<file path="src/rtl/grad_dac_sched.sv">
// grad_dac_sched: round-robin scheduler feeding four gradient DAC channels
// (X, Y, Z, Z2) into one SPI serialiser. Each channel has a one-deep
// latest-value slot. A grant issues one valid-pulsed word, then the
// scheduler waits out the serialiser's busy handshake and a guard gap.
// Optional feature macro: GRAD_DAC_SCHED_STATS_EN (adds ovr_cnt_o, xfer_cnt_o).
module grad_dac_sched #(
    parameter int unsigned BUSY_TIMEOUT = 256,
    parameter int unsigned GUARD_CYCLES = 2
) (
    input  logic        clk,
    input  logic        rst_n,
    input  logic [3:0]  wr_i,
    input  logic [63:0] wdata_i,
    output logic [31:0] data_o,
    output logic        valid_o,
    input  logic        busy_i,
    output logic [3:0]  pending_o,
    output logic        idle_o,
    output logic        err_timeout_o,
    output logic [1:0]  err_chan_o,
    input  logic        clr_err_i
`ifdef GRAD_DAC_SCHED_STATS_EN
    ,
    output logic [15:0] ovr_cnt_o,
    output logic [15:0] xfer_cnt_o
`endif
);

    typedef enum logic [2:0] {S_IDLE, S_ISSUE, S_WAIT_BUSY, S_WAIT_DONE, S_GUARD} state_e;

    localparam logic [15:0] TMO_LAST  = 16'(BUSY_TIMEOUT - 1);
    localparam logic [4:0]  GUARD_LEN = 5'(GUARD_CYCLES);

    state_e           state_q, state_d;
    logic [3:0][15:0] slot_q;
    logic [3:0]       pend_q, pend_d, pend_clr;
    logic [1:0]       rr_q, rr_d;
    logic [1:0]       gchan_q, gchan_d;
    logic [31:0]      data_q, data_d;
    logic [15:0]      tcnt_q, tcnt_d;
    logic [3:0]       gcnt_q, gcnt_d;
    logic             err_q, err_d;
    logic [1:0]       echan_q, echan_d;
    logic             tmo;
    logic             gnt_vld;
    logic [1:0]       gnt_ch, gnt_idx;
`ifdef GRAD_DAC_SCHED_STATS_EN
    logic             xfer_done;
`endif

    // First pending channel at or after the RR pointer; scan farthest offset
    // first so the nearest pending channel is the last (winning) assignment.
    always_comb begin
        gnt_vld = 1'b0;
        gnt_ch  = rr_q;
        gnt_idx = rr_q;
        for (int i = 3; i >= 0; i--) begin
            gnt_idx = rr_q + 2'(i);
            if (pend_q[gnt_idx]) begin
                gnt_vld = 1'b1;
                gnt_ch  = gnt_idx;
            end
        end
    end

    // Next-state and output decode for the grant/handshake sequence.
    always_comb begin
        state_d  = state_q;
        rr_d     = rr_q;
        gchan_d  = gchan_q;
        data_d   = data_q;
        tcnt_d   = tcnt_q;
        gcnt_d   = gcnt_q;
        pend_clr = 4'b0;
        tmo      = 1'b0;
        valid_o  = 1'b0;
`ifdef GRAD_DAC_SCHED_STATS_EN
        xfer_done = 1'b0;
`endif
        case (state_q)
            S_IDLE: begin
                // Serialiser may be owned by someone else: hold off while busy.
                if (gnt_vld && !busy_i) begin
                    data_d           = {5'b0, gnt_ch, 1'b0, 8'b0, slot_q[gnt_ch]};
                    pend_clr[gnt_ch] = 1'b1;
                    rr_d             = gnt_ch + 2'd1;
                    gchan_d          = gnt_ch;
                    state_d          = S_ISSUE;
                end
            end
            S_ISSUE: begin
                valid_o = 1'b1;
                tcnt_d  = '0;
                state_d = S_WAIT_BUSY;
            end
            S_WAIT_BUSY: begin
                if (busy_i) begin
                    state_d = S_WAIT_DONE;
                end else if (tcnt_q == TMO_LAST) begin
                    tmo     = 1'b1;
                    gcnt_d  = '0;
                    state_d = S_GUARD;
                end else begin
                    tcnt_d = tcnt_q + 16'd1;
                end
            end
            S_WAIT_DONE: begin
                if (!busy_i) begin
                    gcnt_d  = '0;
                    state_d = S_GUARD;
`ifdef GRAD_DAC_SCHED_STATS_EN
                    xfer_done = 1'b1;
`endif
                end
            end
            S_GUARD: begin
                // Always at least one cycle here, GUARD_CYCLES when larger.
                if ({1'b0, gcnt_q} + 5'd1 >= GUARD_LEN) state_d = S_IDLE;
                else                                     gcnt_d  = gcnt_q + 4'd1;
            end
            default: state_d = S_IDLE;
        endcase
    end

    // Slot flags: a same-edge write beats the grant's clear.
    always_comb begin
        pend_d  = (pend_q & ~pend_clr) | wr_i;
        err_d   = err_q;
        echan_d = echan_q;
        if (tmo) begin
            err_d   = 1'b1;
            echan_d = gchan_q;
        end else if (clr_err_i) begin
            err_d   = 1'b0;
            echan_d = 2'd0;
        end
    end

    // State, slot and error registers.
    always_ff @(posedge clk or negedge rst_n) begin
        if (!rst_n) begin
            state_q <= S_IDLE;
            slot_q  <= '0;
            pend_q  <= '0;
            rr_q    <= '0;
            gchan_q <= '0;
            data_q  <= '0;
            tcnt_q  <= '0;
            gcnt_q  <= '0;
            err_q   <= 1'b0;
            echan_q <= '0;
        end else begin
            state_q <= state_d;
            pend_q  <= pend_d;
            rr_q    <= rr_d;
            gchan_q <= gchan_d;
            data_q  <= data_d;
            tcnt_q  <= tcnt_d;
            gcnt_q  <= gcnt_d;
            err_q   <= err_d;
            echan_q <= echan_d;
            for (int n = 0; n < 4; n++)
                if (wr_i[n]) slot_q[n] <= wdata_i[16*n +: 16];
        end
    end

    assign data_o        = data_q;
    assign pending_o     = pend_q;
    assign idle_o        = (state_q == S_IDLE) && (pend_q == 4'b0);
    assign err_timeout_o = err_q;
    assign err_chan_o    = echan_q;

`ifdef GRAD_DAC_SCHED_STATS_EN
    logic [15:0] ovr_q, xfer_q;
    logic [16:0] ovr_sum;

    // Overwrites of a still-pending slot; a slot cleared by a same-edge grant
    // is not pending any more, so that write does not count.
    assign ovr_sum = {1'b0, ovr_q} + 17'($countones(wr_i & pend_q & ~pend_clr));

    // Statistics counters: overwrite count saturates, transfer count wraps.
    always_ff @(posedge clk or negedge rst_n) begin
        if (!rst_n) begin
            ovr_q  <= '0;
            xfer_q <= '0;
        end else if (clr_err_i) begin
            ovr_q  <= '0;
            xfer_q <= '0;
        end else begin
            ovr_q  <= ovr_sum[16] ? 16'hFFFF : ovr_sum[15:0];
            if (xfer_done) xfer_q <= xfer_q + 16'd1;
        end
    end

    assign ovr_cnt_o  = ovr_q;
    assign xfer_cnt_o = xfer_q;
`endif

endmodule

</file>
<file path="config.mk">
export PLATFORM = sky130hd
export DESIGN_NAME = grad_dac_sched
export DESIGN_NICKNAME = d
export VERILOG_FILES = /design/src/rtl/grad_dac_sched.sv
export SDC_FILE = /design/constraint.sdc
export NUM_CORES = 1
export LEC_CHECK = 0
export BUFFER_PORTS_ARGS = -buffer_cell sky130_fd_sc_hd__buf_4
export CORE_AREA = 2 2 107 109
export DETAILED_ROUTE_END_ITERATION = 16
export DIE_AREA = 0 0 109 111
export PLACE_DENSITY = 0.75
export SLEW_MARGIN = 5
export SYNTH_ARGS = -nofsm -noshare
export SYNTH_HDL_FRONTEND = slang
export SYNTH_SLANG_ARGS = --single-unit
</file>
<file path="constraint.sdc">
create_clock -name clk -period 1.8 [get_ports clk]
set_input_delay 0.54 -clock clk [delete_from_list [all_inputs] [get_ports clk]]
set_output_delay 0.54 -clock clk [all_outputs]
set_load 0.03 [all_outputs]
</file>
==> results.md <==
- Status: finished, violations left
- Violated checks: negative setup slack
- Core footprint: 11,100 µm²
- Final hold violation count: 0
- Primary FF master, synth: dfrtp_1
- Gr busiest metal: met2
- Final worst slack: -0.468 ns
- Compound-cell area share of the yosys netlist: 7.28%
- Tightest Hold Check Type: in2reg
- # fillers: 749
- Crit-path max cell delay: 0.55 ns
- Post-Synth XOR/XNOR Area: 1.83%
- Critical path class: reg2out
- Critical Path Slowest Stage Cell: or4_4
- Post-synth EDFFs: 0
- Die Width: 109 µm
- Post-route ant nets: 0
- Critical path, cell by cell: or4_4 -> nor4_4 -> buf_4
- Flop and latch count out of synthesis: 114
- Root Buffer: clkbuf_16
- # rows: 39
- Avg WL per Cell: 18.1 µm
- Starting Density: 47.5%
- Period utilization: 126%
- CTS Buf Count: 17
- Final Non-Filler Cells: 723
- Worst VDD drop: 1100 µV
- Die Ht: 111 µm
- Share of cells above drive strength 1: 54.3%
- First-pass GRT wire length: 20,600 µm
- Die Area: 12,100 µm²
- Area after DPL: 6350 µm²
- Met2 usage: 36.7%
- Clock insertion delay at the later pin of the skew report: 0.41 ns
- Crit path time final: 2.27 ns
- Cells after DPL: 675
- Gate count after technology mapping: 419
- H-tree depth: 4
- Clock-pin slew on the worst setup and hold paths: 0.05 ns
- Fin nets: 642
- DRT Pass-1 Iters: 4
- Area growth syn-to-layout: 42.9%
- Vias: 3,904
- WHS: 0.346 ns
- Adder-Cell Fraction of Synth Area: 0.714%
- Met1 global-route usage: 28.0%
- Avg Cell Area, Syn: 12.6 µm²
- Met3 usage: 7.11%
- CP bufs+invs: 1
- Bufs on Longest Clock Path: 2
- Mapped Area: 5260 µm²
- # diodes: 0
- Final RePlAce weighted congestion: 0.838
- Largest family of logic cells by synthesized area: multiplexers
- Routed wire length: 13,100 µm
- Crit path max-delay family: simple AND/OR/NAND/NOR gates
- Simple logic cell fraction of the synthesized area: 11.1%
- Cell area after layout: 7510 µm²
- Vias in the first global route: 4,134
- # DRC: 0
- Final Setup Violations: 24
- Max Fclk: 441 MHz
- Leak pwr: 3.36 nW
- Slew Limit Fails: 0
- Sequential area share after synthesis: 54.2%
- Yosys Warn Count: 0
- CP max FO: 2
- Hpwl dp: 8500 µm
- Asr flop ratio synth: 100%
- P per Cell Area: 1640 nW/µm²
- Worst Setup End Kind: primary output
- Ports: 113
- Port bufs: 98
- CP required: 1.26 ns
- Mux share of post-synthesis cell area: 20.2%
- Overflow after GRT: 0
- Final TNS setup: -4.13 ns
- First-iteration detailed-routing DRC count: 237
- Critical path launch point type: flop
- Max_cap viols: 0
- Largest net degree at the start of global routing: 53
- Initial antenna violation count: 0
- Post-synthesis cell type count: 47
- Tot Pwr: 12.3 mW
- RSZ-0062 raised after global routing: yes
- Vias per inst: 5.40
- CP arrival: 1.73 ns
- CTS tree: done
- Clock skew: 0.00662 ns
- GRT Total Usage: 22.4%
- CTS sink count: 114
-- cells by family after synthesis --
| group | count (synthesis) |
|---|---|
| buffers and inverters | 40 |
| and+or+nand+nor | 108 |
| adders and majority gates | 3 |
| muxes | 98 |
| AOI/OAI and AO/OA | 44 |
| other | 1 |
| xor gates and xnor gates | 11 |
| DFF | 114 |
-- stage by stage --
stage	util (%)	worst slack [ns]
final	67.8	-0.468
after global routing	67.8	-0.532
after detailed placement	57.3	-0.197
after CTS	64.6	-0.481
after global placement	57.3	-0.145
after floorplan	-	-0.179
-- area by class of cell --
cell class                      count  area [µm²]  area share, %
Sequential cell                   114        2860           38.0
Multi-Input combinational cell    279        2560           34.1
Timing Repair Buffer              149        1270           16.9
Clock buffer                       21         470           6.26
Tap cell                          143         179           2.38
Clock inverter                     11         150           2.00
Inverter                            6        22.5          0.300
-- synth_stat cells (3+ instances only) --
cell | n | area, µm²
o21ai_0 | 8 | 40.0
dfrtp_1 | 114 | 2850
ha_1 | 3 | 37.5
o31ai_1 | 3 | 22.5
mux2i_1 | 33 | 330
nand2b_1 | 8 | 50.1
nand2_1 | 17 | 63.8
xor2_1 | 8 | 70.1
xnor2_1 | 3 | 26.3
nand4_1 | 6 | 37.5
buf_4 | 18 | 135
buf_2 | 4 | 20.0
a21o_1 | 4 | 30.0
mux2_2 | 65 | 732
nand3_1 | 17 | 85.1
a21oi_1 | 4 | 20.0
and3_1 | 3 | 18.8
clkbuf_1 | 8 | 30.0
and2_1 | 3 | 18.8
inv_1 | 6 | 22.5
a221oi_2 | 10 | 150
nor2_1 | 32 | 120
nor4_1 | 4 | 25.0
a221oi_1 | 5 | 43.8
-- layer usage --
metal  share of wire, %  vias to the layer above
li1                   -                     1787
met1                 41                     1977
met2                 52                      119
met3                5.1                       21
met4                1.5                        0
met5                  0                        -
-- where the power goes --
part           switching (mW)  internal (mW)  total, mW
Clock                    1.20           2.30       3.50
Sequential              0.380           3.02       3.41
Combinational            2.60           2.81       5.41
-- sequential cells by signal, indices dropped and copies added (netlist names) --
signal         cells
gchan_q            2
err_timeout_o      1
gcnt_q             4
err_chan_o         2
slot_q            64
data_o            16
state_q            3
tcnt_q            16
pending_o          4
rr_q               2
-- cell usage in the layout, fill, tap and decap left out, types with 4 or more instances in the layout --
cell type / instances
inv_1: 5
nand2b_1: 8
xor2_1: 8
a221oi_2: 15
clkbuf_16: 19
mux2i_1: 7
mux2i_2: 16
nand4_1: 6
nand2_1: 14
buf_4: 131
nand3_1: 16
nor2_1: 29
o21ai_0: 6
a21o_1: 4
dfrtp_1: 111
conb_1: 14
mux2_2: 65
buf_6: 9
buf_12: 5
mux2i_4: 10
-- worst paths after layout --
kind / cells past startpoint / from / slack, ns / to
worst max-delay path: 3 / pending_o[0]$_DFF_PN0_ / -0.47 / idle_o
worst min-delay path: 2 / clr_err_i / 0.35 / err_timeout_o$_DFFE_PN0P_
worst max register to register: 9 / pending_o[0]$_DFF_PN0_ / -0.25 / data_o[8]$_DFFE_PN0P_
worst min register to register: 1 / gcnt_q[3]$_DFFE_PN0P_ / 0.50 / gcnt_q[3]$_DFFE_PN0P_
max in group asynchronous: 3 / rst_n / 0.69 / pending_o[3]$_DFF_PN0_
min in group asynchronous: 2 / rst_n / 0.54 / tcnt_q[12]$_DFFE_PN0P_
-- what timing repair did --
item,4_1_cts,5_1_grt
setup buffers,5,6
pin swaps,5,16
resized for setup,26,52
hold buffers,1,0
endpoints found under the setup margin,19,39
cloned,2,2
endpoints found under the hold margin,14,0
Power figures use the tool's default switching activity.
